## src/rtl/tdc_sequencer_if.sv

```systemverilog
// rtl/tdc_sequencer_if.sv - command, TDC and UART-transmit signals of the measurement sequencer
interface tdc_sequencer_if #(
  parameter int POS_W = 4
);
  logic             cmd_valid;
  logic [7:0]       cmd_data;
  logic [POS_W-1:0] pos_i;
  logic             tdc_launch;
  logic             tx_start;
  logic [7:0]       tx_data;
  logic             tx_busy;
  logic             busy;
  logic             cmd_drop;

  modport master (
    output cmd_valid, cmd_data, pos_i, tx_busy,
    input  tdc_launch, tx_start, tx_data, busy, cmd_drop
  );

  modport slave (
    input  cmd_valid, cmd_data, pos_i, tx_busy,
    output tdc_launch, tx_start, tx_data, busy, cmd_drop
  );
endinterface

```

## src/rtl/tdc_sequencer.sv

```systemverilog
// rtl/tdc_sequencer.sv - runs a burst of 2^k TDC measurements and sends the mean and max position
module tdc_sequencer #(
  parameter int SETTLE_CYCLES = 4,
  parameter int STAGES        = 10,
  parameter int POS_W         = 4
) (
  input  logic           clk,
  input  logic           rst,
  tdc_sequencer_if.slave bus
);
  localparam int SUM_W = POS_W + 7;
  localparam logic [POS_W-1:0] STAGES_C = POS_W'(STAGES);

  typedef enum logic [3:0] {
    S_IDLE, S_LAUNCH, S_SETTLE, S_ACCUM,
    S_SEND_AVG, S_WAIT_HI_A, S_WAIT_LO_A,
    S_SEND_MAX, S_WAIT_HI_M, S_WAIT_LO_M
  } state_t;

  state_t           state_q, state_d;
  logic [2:0]       k_q, k_d;
  logic [7:0]       cnt_q, cnt_d;
  logic [7:0]       count_q, count_d;
  logic [SUM_W-1:0] sum_q, sum_d;
  logic [POS_W-1:0] max_q, max_d;
  logic             tdc_launch_q, tdc_launch_d;
  logic             tx_start_q, tx_start_d;
  logic [7:0]       tx_data_q, tx_data_d;
  logic             busy_q, busy_d;
  logic             cmd_drop_q, cmd_drop_d;

  logic             accept;
  logic [POS_W-1:0] pos_clamped;
  logic             unused_cmd_bit;

  assign unused_cmd_bit = bus.cmd_data[3];
  assign accept      = bus.cmd_valid && (bus.cmd_data[7:4] == 4'hA) && (state_q == S_IDLE);
  assign pos_clamped = (bus.pos_i > STAGES_C) ? STAGES_C : bus.pos_i;

  always_comb begin
    state_d   = state_q;
    k_d       = k_q;
    cnt_d     = cnt_q;
    count_d   = count_q;
    sum_d     = sum_q;
    max_d     = max_q;
    tx_start_d = 1'b0;
    tx_data_d = tx_data_q;

    case (state_q)
      S_IDLE: begin
        if (accept) begin
          k_d     = bus.cmd_data[2:0];
          sum_d   = '0;
          max_d   = '0;
          count_d = '0;
          state_d = S_LAUNCH;
        end
      end
      S_LAUNCH: begin
        cnt_d   = 8'(SETTLE_CYCLES);
        state_d = S_SETTLE;
      end
      S_SETTLE: begin
        cnt_d = cnt_q - 8'd1;
        if (cnt_q == 8'd1) state_d = S_ACCUM;
      end
      S_ACCUM: begin
        sum_d   = sum_q + SUM_W'(pos_clamped);
        if (pos_clamped > max_q) max_d = pos_clamped;
        count_d = count_q + 8'd1;
        if (({1'b0, count_q} + 9'd1) == (9'd1 << k_q)) state_d = S_SEND_AVG;
        else                                            state_d = S_LAUNCH;
      end
      S_SEND_AVG: begin
        if (!bus.tx_busy) begin
          tx_start_d = 1'b1;
          tx_data_d  = 8'(sum_q >> k_q);
          state_d    = S_WAIT_HI_A;
        end
      end
      S_WAIT_HI_A: if (bus.tx_busy)  state_d = S_WAIT_LO_A;
      S_WAIT_LO_A: if (!bus.tx_busy) state_d = S_SEND_MAX;
      S_SEND_MAX: begin
        if (!bus.tx_busy) begin
          tx_start_d = 1'b1;
          tx_data_d  = 8'(max_q);
          state_d    = S_WAIT_HI_M;
        end
      end
      S_WAIT_HI_M: if (bus.tx_busy)  state_d = S_WAIT_LO_M;
      S_WAIT_LO_M: if (!bus.tx_busy) state_d = S_IDLE;
      default:     state_d = S_IDLE;
    endcase

    // Outputs are registered from the next state so they line up with the state they describe.
    tdc_launch_d = (state_d == S_LAUNCH);
    busy_d       = (state_d != S_IDLE);
    cmd_drop_d   = bus.cmd_valid && !accept;
  end

  always_ff @(posedge clk or posedge rst) begin
    if (rst) begin
      state_q      <= S_IDLE;
      k_q          <= '0;
      cnt_q        <= '0;
      count_q      <= '0;
      sum_q        <= '0;
      max_q        <= '0;
      tdc_launch_q <= 1'b0;
      tx_start_q   <= 1'b0;
      tx_data_q    <= '0;
      busy_q       <= 1'b0;
      cmd_drop_q   <= 1'b0;
    end else begin
      state_q      <= state_d;
      k_q          <= k_d;
      cnt_q        <= cnt_d;
      count_q      <= count_d;
      sum_q        <= sum_d;
      max_q        <= max_d;
      tdc_launch_q <= tdc_launch_d;
      tx_start_q   <= tx_start_d;
      tx_data_q    <= tx_data_d;
      busy_q       <= busy_d;
      cmd_drop_q   <= cmd_drop_d;
    end
  end

  assign bus.tdc_launch = tdc_launch_q;
  assign bus.tx_start   = tx_start_q;
  assign bus.tx_data    = tx_data_q;
  assign bus.busy       = busy_q;
  assign bus.cmd_drop   = cmd_drop_q;
endmodule

```

## src/flat_wrapper.sv

```systemverilog
// flat-port wrapper written by rule: the top's interface ports become plain ports
module tdc_sequencer_flat 
#(
  parameter int SETTLE_CYCLES = 4,
  parameter int STAGES        = 10,
  parameter int POS_W         = 4
)
  (clk, rst, bus_cmd_valid, bus_cmd_data, bus_pos_i, bus_tx_busy, bus_tdc_launch, bus_tx_start, bus_tx_data, bus_busy, bus_cmd_drop);
  tdc_sequencer_if #(.POS_W(POS_W)) bus_i ();
  input  logic clk;
  input  logic rst;
  input wire logic [$bits(bus_i.cmd_valid)-1:0] bus_cmd_valid;
  input wire logic [$bits(bus_i.cmd_data)-1:0] bus_cmd_data;
  input wire logic [$bits(bus_i.pos_i)-1:0] bus_pos_i;
  input wire logic [$bits(bus_i.tx_busy)-1:0] bus_tx_busy;
  output wire logic [$bits(bus_i.tdc_launch)-1:0] bus_tdc_launch;
  output wire logic [$bits(bus_i.tx_start)-1:0] bus_tx_start;
  output wire logic [$bits(bus_i.tx_data)-1:0] bus_tx_data;
  output wire logic [$bits(bus_i.busy)-1:0] bus_busy;
  output wire logic [$bits(bus_i.cmd_drop)-1:0] bus_cmd_drop;
  assign bus_i.cmd_valid = bus_cmd_valid;
  assign bus_i.cmd_data = bus_cmd_data;
  assign bus_i.pos_i = bus_pos_i;
  assign bus_i.tx_busy = bus_tx_busy;
  assign bus_tdc_launch = bus_i.tdc_launch;
  assign bus_tx_start = bus_i.tx_start;
  assign bus_tx_data = bus_i.tx_data;
  assign bus_busy = bus_i.busy;
  assign bus_cmd_drop = bus_i.cmd_drop;
  tdc_sequencer #(.SETTLE_CYCLES(SETTLE_CYCLES), .STAGES(STAGES), .POS_W(POS_W)) u_core (.clk(clk), .rst(rst), .bus(bus_i));
endmodule
```

## config.mk

```make
export PLATFORM = sky130hd
export DESIGN_NAME = tdc_sequencer_flat
export DESIGN_NICKNAME = d
export VERILOG_FILES = /design/src/rtl/tdc_sequencer_if.sv /design/src/rtl/tdc_sequencer.sv /design/src/flat_wrapper.sv
export SDC_FILE = /design/constraint.sdc
export NUM_CORES = 1
export LEC_CHECK = 0
export ABC_AREA = 1
export CORE_AREA = 2 2 111 59
export DETAILED_ROUTE_END_ITERATION = 8
export DIE_AREA = 0 0 113 61
export GPL_TIMING_DRIVEN = 0
export PLACE_DENSITY = 0.9
export SYNTH_ARGS = -nofsm -noshare
export SYNTH_HDL_FRONTEND = slang
export SYNTH_SLANG_ARGS = --single-unit
```

## constraint.sdc

```tcl
create_clock -name clk -period 2.1 [get_ports clk]
set_clock_uncertainty 0.15 [all_clocks]
set_input_delay 0.42 -clock clk [delete_from_list [all_inputs] [get_ports clk]]
set_output_delay 0.42 -clock clk [all_outputs]
set_load 0.01 [all_outputs]
```

After elaboration in Yosys (flattened, before gate mapping)
Index checks and enable logic that the tools add are counted.

Shifts and indexed selects: 2. Multiplexer cells: 24. Add/sub/neg operators: 4. Reductions and logical operators: 14. Equal/unequal tests: 17. Magnitude comparators: 2.

Operator list (count): case mux 8 bit (2 select lines) (3); two-way mux 4 bit (11); case mux 4 bit (10 select lines) (1); two-way mux 8 bit (3); case mux 11 bit (2 select lines) (1); equality test 4 x 3 -> 1 bit (second input constant) (4); equality test 4 bit (second input constant) (3); adder 11 x 4 -> 11 bit (1); two-way mux 11 bit (1); right shift 11 x 3 -> 8 bit (1); adder 8 x 1 -> 9 bit (second input constant) (1); equality test 9 bit (1); << shifter 1 x 3 -> 9 bit (first input constant) (1); adder 8 x 1 -> 8 bit (second input constant) (1); equality test 4 x 1 -> 1 bit (second input constant) (2); equality test 4 x 2 -> 1 bit (second input constant) (2); equality test 8 x 1 -> 1 bit (second input constant) (1); case mux 4 bit (2 select lines) (1); subtractor 8 x 1 -> 8 bit (second input constant) (1); AND reduction 3 bit (2); nonzero test 2 bit (3); > comparator 4 bit (1); > comparator 4 bit (second input constant) (1); logical NOT 4 bit (1); 9 further kinds (15).

Bits in registers: 50. Output and inout port bits: 12.

Longest topological paths before layout
Word-level depth: 6. Gate-level depth with buffers: 14.

Worst setup path after synthesis
No wires, ideal clock.

Path type: input port to flip-flop. Start: input port bus_pos_i[2]. End: register u_core.sum_q[8]. Arrival time: 1.762 ns. Cell stages on the path: 13. Slack: 0.059 ns. Buffers on the path: 0. Cells stage by stage: inv_1 > nand2_1 > a21oi_1 > ha_1 > fa_1 > nand3_1 > nand3_1 > nand2_1 > nor2_1 > inv_1 > nor2_4 > a22oi_1 > a31oi_1.

Word-level cells in the longest chain between the ends: 4.

Ends and longest elaborated chain: from (decl) (line flat_wrapper.sv:14) `input wire logic [$bits(bus_i.pos_i)-1:0] bus_pos_i;`; > comparator 4 bit (line tdc_sequencer.sv:38) `assign pos_clamped = (bus.pos_i > STAGES_C) ? STAGES_C : bus.pos_i;`; two-way mux 4 bit (*) (line tdc_sequencer.sv:38); adder 11 x 4 -> 11 bit (*) (line tdc_sequencer.sv:69) `sum_d = sum_q + SUM_W'(pos_clamped);`; case mux 11 bit (2 select lines) (*) (line tdc_sequencer.sv:50) `case (state_q)`; to (signal assigned) (line tdc_sequencer.sv:120) `sum_q <= sum_d;`; to (decl) (line tdc_sequencer.sv:24) `logic [SUM_W-1:0] sum_q, sum_d;`.

Mark *: on every way between the ends. The rest lies on a longest branch, timed or not. A chain may end at the register's enable or synchronous reset.

Worst setup path after layout
Start: input port bus_pos_i[1]. End: register u_core.sum_q[8].

The elaborated chain is that of the path after synthesis.

==> reports/qor.csv <==
stage,metric,value,unit
outcome,status,finished with violations,
outcome,failing checks,DRC,
clock_network,hold-fix buffer count after cts,0,
worst_setup_path,Crit Path Category,in -> reg,
logic_synthesis,sequential element share of the synthesized area,36.8,%
worst_setup_path,worst-path fanout max,4,
timing,crit share post-route,94.5,%
route,WL/cell,16.0,um
timing,setup TNS,0,ns
logic_synthesis,post-synthesis async set-or-reset flop share,100,%
cells_and_area,share of post-route cells with drive strength above 1,16.7,%
timing,"Slew Viols, Final",0,
floorplanning,floorplan die height,61,um
power_and_ir_drop,worst ir drop on vdd,0.000697,V
clock_network,CTS Buf Count,5,
logic_synthesis,synth unique cells,42,
logic_synthesis,Main synth FF type,dfrtp_1,
route,initial drt markers,412,
logic_synthesis,largest family of logic cells by synthesized area,simple AND/OR/NAND/NOR gates,
cells_and_area,area of the multi-input gates,0.00189,mm2
timing,post-route minimum period,1.98,ns
clock_network,CTS Buffer Depth,2,
hold_path,Hold WC Path Type,in -> async,
logic_synthesis,ranking of synthesized cells by area,"dfrtp_1, nand2_1, nand3_1, inv_1, o21ai_0",
grt,initial antenna violation count,0,
placed_design,GP Congestion,0.941,
route,Final ANT Viol Nets,0,
logic_synthesis,mux contribution to synthesized area,0,%
logic_synthesis,Synth Register Bits,50,
logic_synthesis,Yosys top cell area share,36.8,%
route,via count,3445,
timing,Max-Slew Margin vs Limit,71.4,%
logic_synthesis,post-synthesis adder-cell area fraction,4.64,%
grt,GRT Residual Overflow,0,
grt,largest net degree at the start of global routing,37,
power_and_ir_drop,P per Cell Area,1310,mW/mm2
clock_network,latest clock arrival within the worst-skew pair,0.30,ns
logic_synthesis,yosys warns,0,
route,mean number of vias per cell,5.81,
clock_network,TritonCTS Sinks,50,
placed_design,pre-CTS setup slack,-0.715,ns
logic_synthesis,syn_nets,498,
timing,Worst Tran Pin Value,0.424,ns
placed_design,Buffers on Ports,26,
route,drt drc,4,
logic_synthesis,post-synthesis compound-gate area fraction,15.0,%
cells_and_area,final cell count without fillers,593,
cells_and_area,# diodes,0,
logic_synthesis,Synth top cells by count,"nand2_1, inv_1, dfrtp_1",
placed_design,# placed instances,574,
route,DR pass1 iterations,8,
grt,first-pass GRT wire length,15500,um
logic_synthesis,XOR/XNOR Fraction of Synth Area,1.03,%
logic_synthesis,top-count cell post-synth,nand2_1,
floorplanning,die area,0.00689,mm2
clock_network,TritonCTS clock tree,done,
power_and_ir_drop,P_leak,1.97,nW
timing,final hold violations,0,
floorplanning,I/O pin count,28,
cells_and_area,Nets,543,
floorplanning,Die Width,113,um
logic_synthesis,number of synthesized flops with an enable pin,0,
timing,Max Freq,0.504,GHz
logic_synthesis,Syn Area/Cell,7.23,um2
cells_and_area,# fillers,450,
run,max cap viols,0,
grt,vias in the first global route,3226,
worst_setup_path,CP arrival,2.05,ns
grt,GRT Util Overall,29.2,%
route,final wirelength,9480,um
logic_synthesis,largest area contributor in the netlist,dfrtp_1,
floorplanning,total core area,0.00591,mm2
cells_and_area,synthesis-to-finish area growth,20.5,%
logic_synthesis,Mapped Cells,470,
timing,final setup fails,0,
worst_setup_path,"Data required, critical path",2.17,ns
worst_setup_path,startpoint types,input pin,
clock_network,root buf cell,clkbuf_16,
clock_network,Clock Pin Slew Worst Setup and Hold Paths,0.07,ns
worst_setup_path,CP Capture Type,flip-flop,
cells_and_area,Seq. cell area,0.00125,mm2
floorplanning,Initial Util,57.6,%
clock_network,H-tree levels,2,
placed_design,post-DP HPWL,6990,um
timing,final worst slack,0.116,ns
logic_synthesis,Synth Area in Simple Gates,32.4,%
logic_synthesis,Netlist Area Pre-Place,0.00340,mm2
floorplanning,Cell Rows,20,
## flip-flops by register name, indices dropped and copies added (netlist names)
name and count:
u_core.sum_q 11, u_core.bus.tx_data 8, u_core.cnt_q 8, u_core.count_q 8, u_core.max_q 4, u_core.state_q 4
u_core.k_q 3, u_core.bus.busy 1, u_core.bus.cmd_drop 1, u_core.bus.tdc_launch 1, u_core.bus.tx_start 1
## critical path: stages
cell,delay [ns]
buf_6,0.10
nand2_2,0.06
nand2_2,0.06
a21oi_2,0.17
ha_2,0.23
fa_2,0.24
nand3_2,0.08
nand3_2,0.10
nand2_1,0.05
nor2_1,0.11
inv_1,0.07
nor2_4,0.14
a22oi_2,0.07
a31oi_1,0.16
## power breakdown
part / switching, W / internal, W
combinational: 0.00184 / 0.00104
sequential: 0.000314 / 0.00129
clock: 0.000388 / 0.000479
total: 0.00254 / 0.00281
## cells by family after synthesis
family,after synthesis
adders and majority gates,12
xor gates and xnor gates,4
buffers and inverters,81
and+or+nand+nor,236
AOI/OAI and AO/OA,87
DFF,50
## metal layers
metal | vias up | wire length, um | track usage, %
met5 | - | 0 | 0
met4 | 0 | 117 | 8.19
met3 | 19 | 1040 | 7.49
met2 | 196 | 4060 | 45.3
met1 | 1588 | 4260 | 41.5
li1 | 1642 | - | -
## placed cells by master, fill, tap and decap left out, types with 8 or more instances in the layout
cell type	count
clkdlybuf4s50_1	22
nand2_1	111
a21oi_1	10
dfrtp_1	48
ha_1	8
inv_1	58
o21ai_0	38
inv_2	10
nand3_1	45
nor2_1	36
o22ai_1	13
buf_4	12
## path summary, 6_finish.rpt
path                                       start               endpoint  slack (ns)  depth (start not counted)
max                                 bus_pos_i[1]        u_core.sum_q[8]        0.12                         14
min reg2reg                u_core.bus.tx_data[0]  u_core.bus.tx_data[0]        0.34                          2
max reg2reg                        u_core.k_q[0]        u_core.bus.busy        0.12                         13
min                                          rst  u_core.bus.tx_data[0]        0.26                          2
max in group asynchronous                    rst      u_core.count_q[0]        1.03                          3
min in group clk                    bus_pos_i[3]        u_core.max_q[3]        0.29                          3
## cell type report
type / count / area share [%]
multi-input cells: 339 / 46.0
flip-flops and latches: 50 / 30.6
repair buffers: 38 / 8.82
inverters: 70 / 6.47
clock buffers: 6 / 3.39
well taps: 77 / 2.35
plain buffers: 11 / 1.95
clock inverters: 2 / 0.397
## what timing repair did
item	in CTS	in global routing
endpoints found under the setup margin	12	16
buffers inserted	4	7
pin swaps	4	11
gates resized for setup	16	24
## stage by stage
stage	hold slack [ns]	area [um2]	power, W	utilization, %
after CTS	0.275	4000	0.00517	67.7
after floorplan	0.303	3400	0.00349	-
after global placement	0.319	3760	0.00406	63.6
final	0.259	4100	0.00535	69.4
after detailed placement	0.327	3780	0.00425	63.9
after global routing	0.304	4100	0.00575	69.4
No activity file was read; power rests on OpenSTA's default activity.
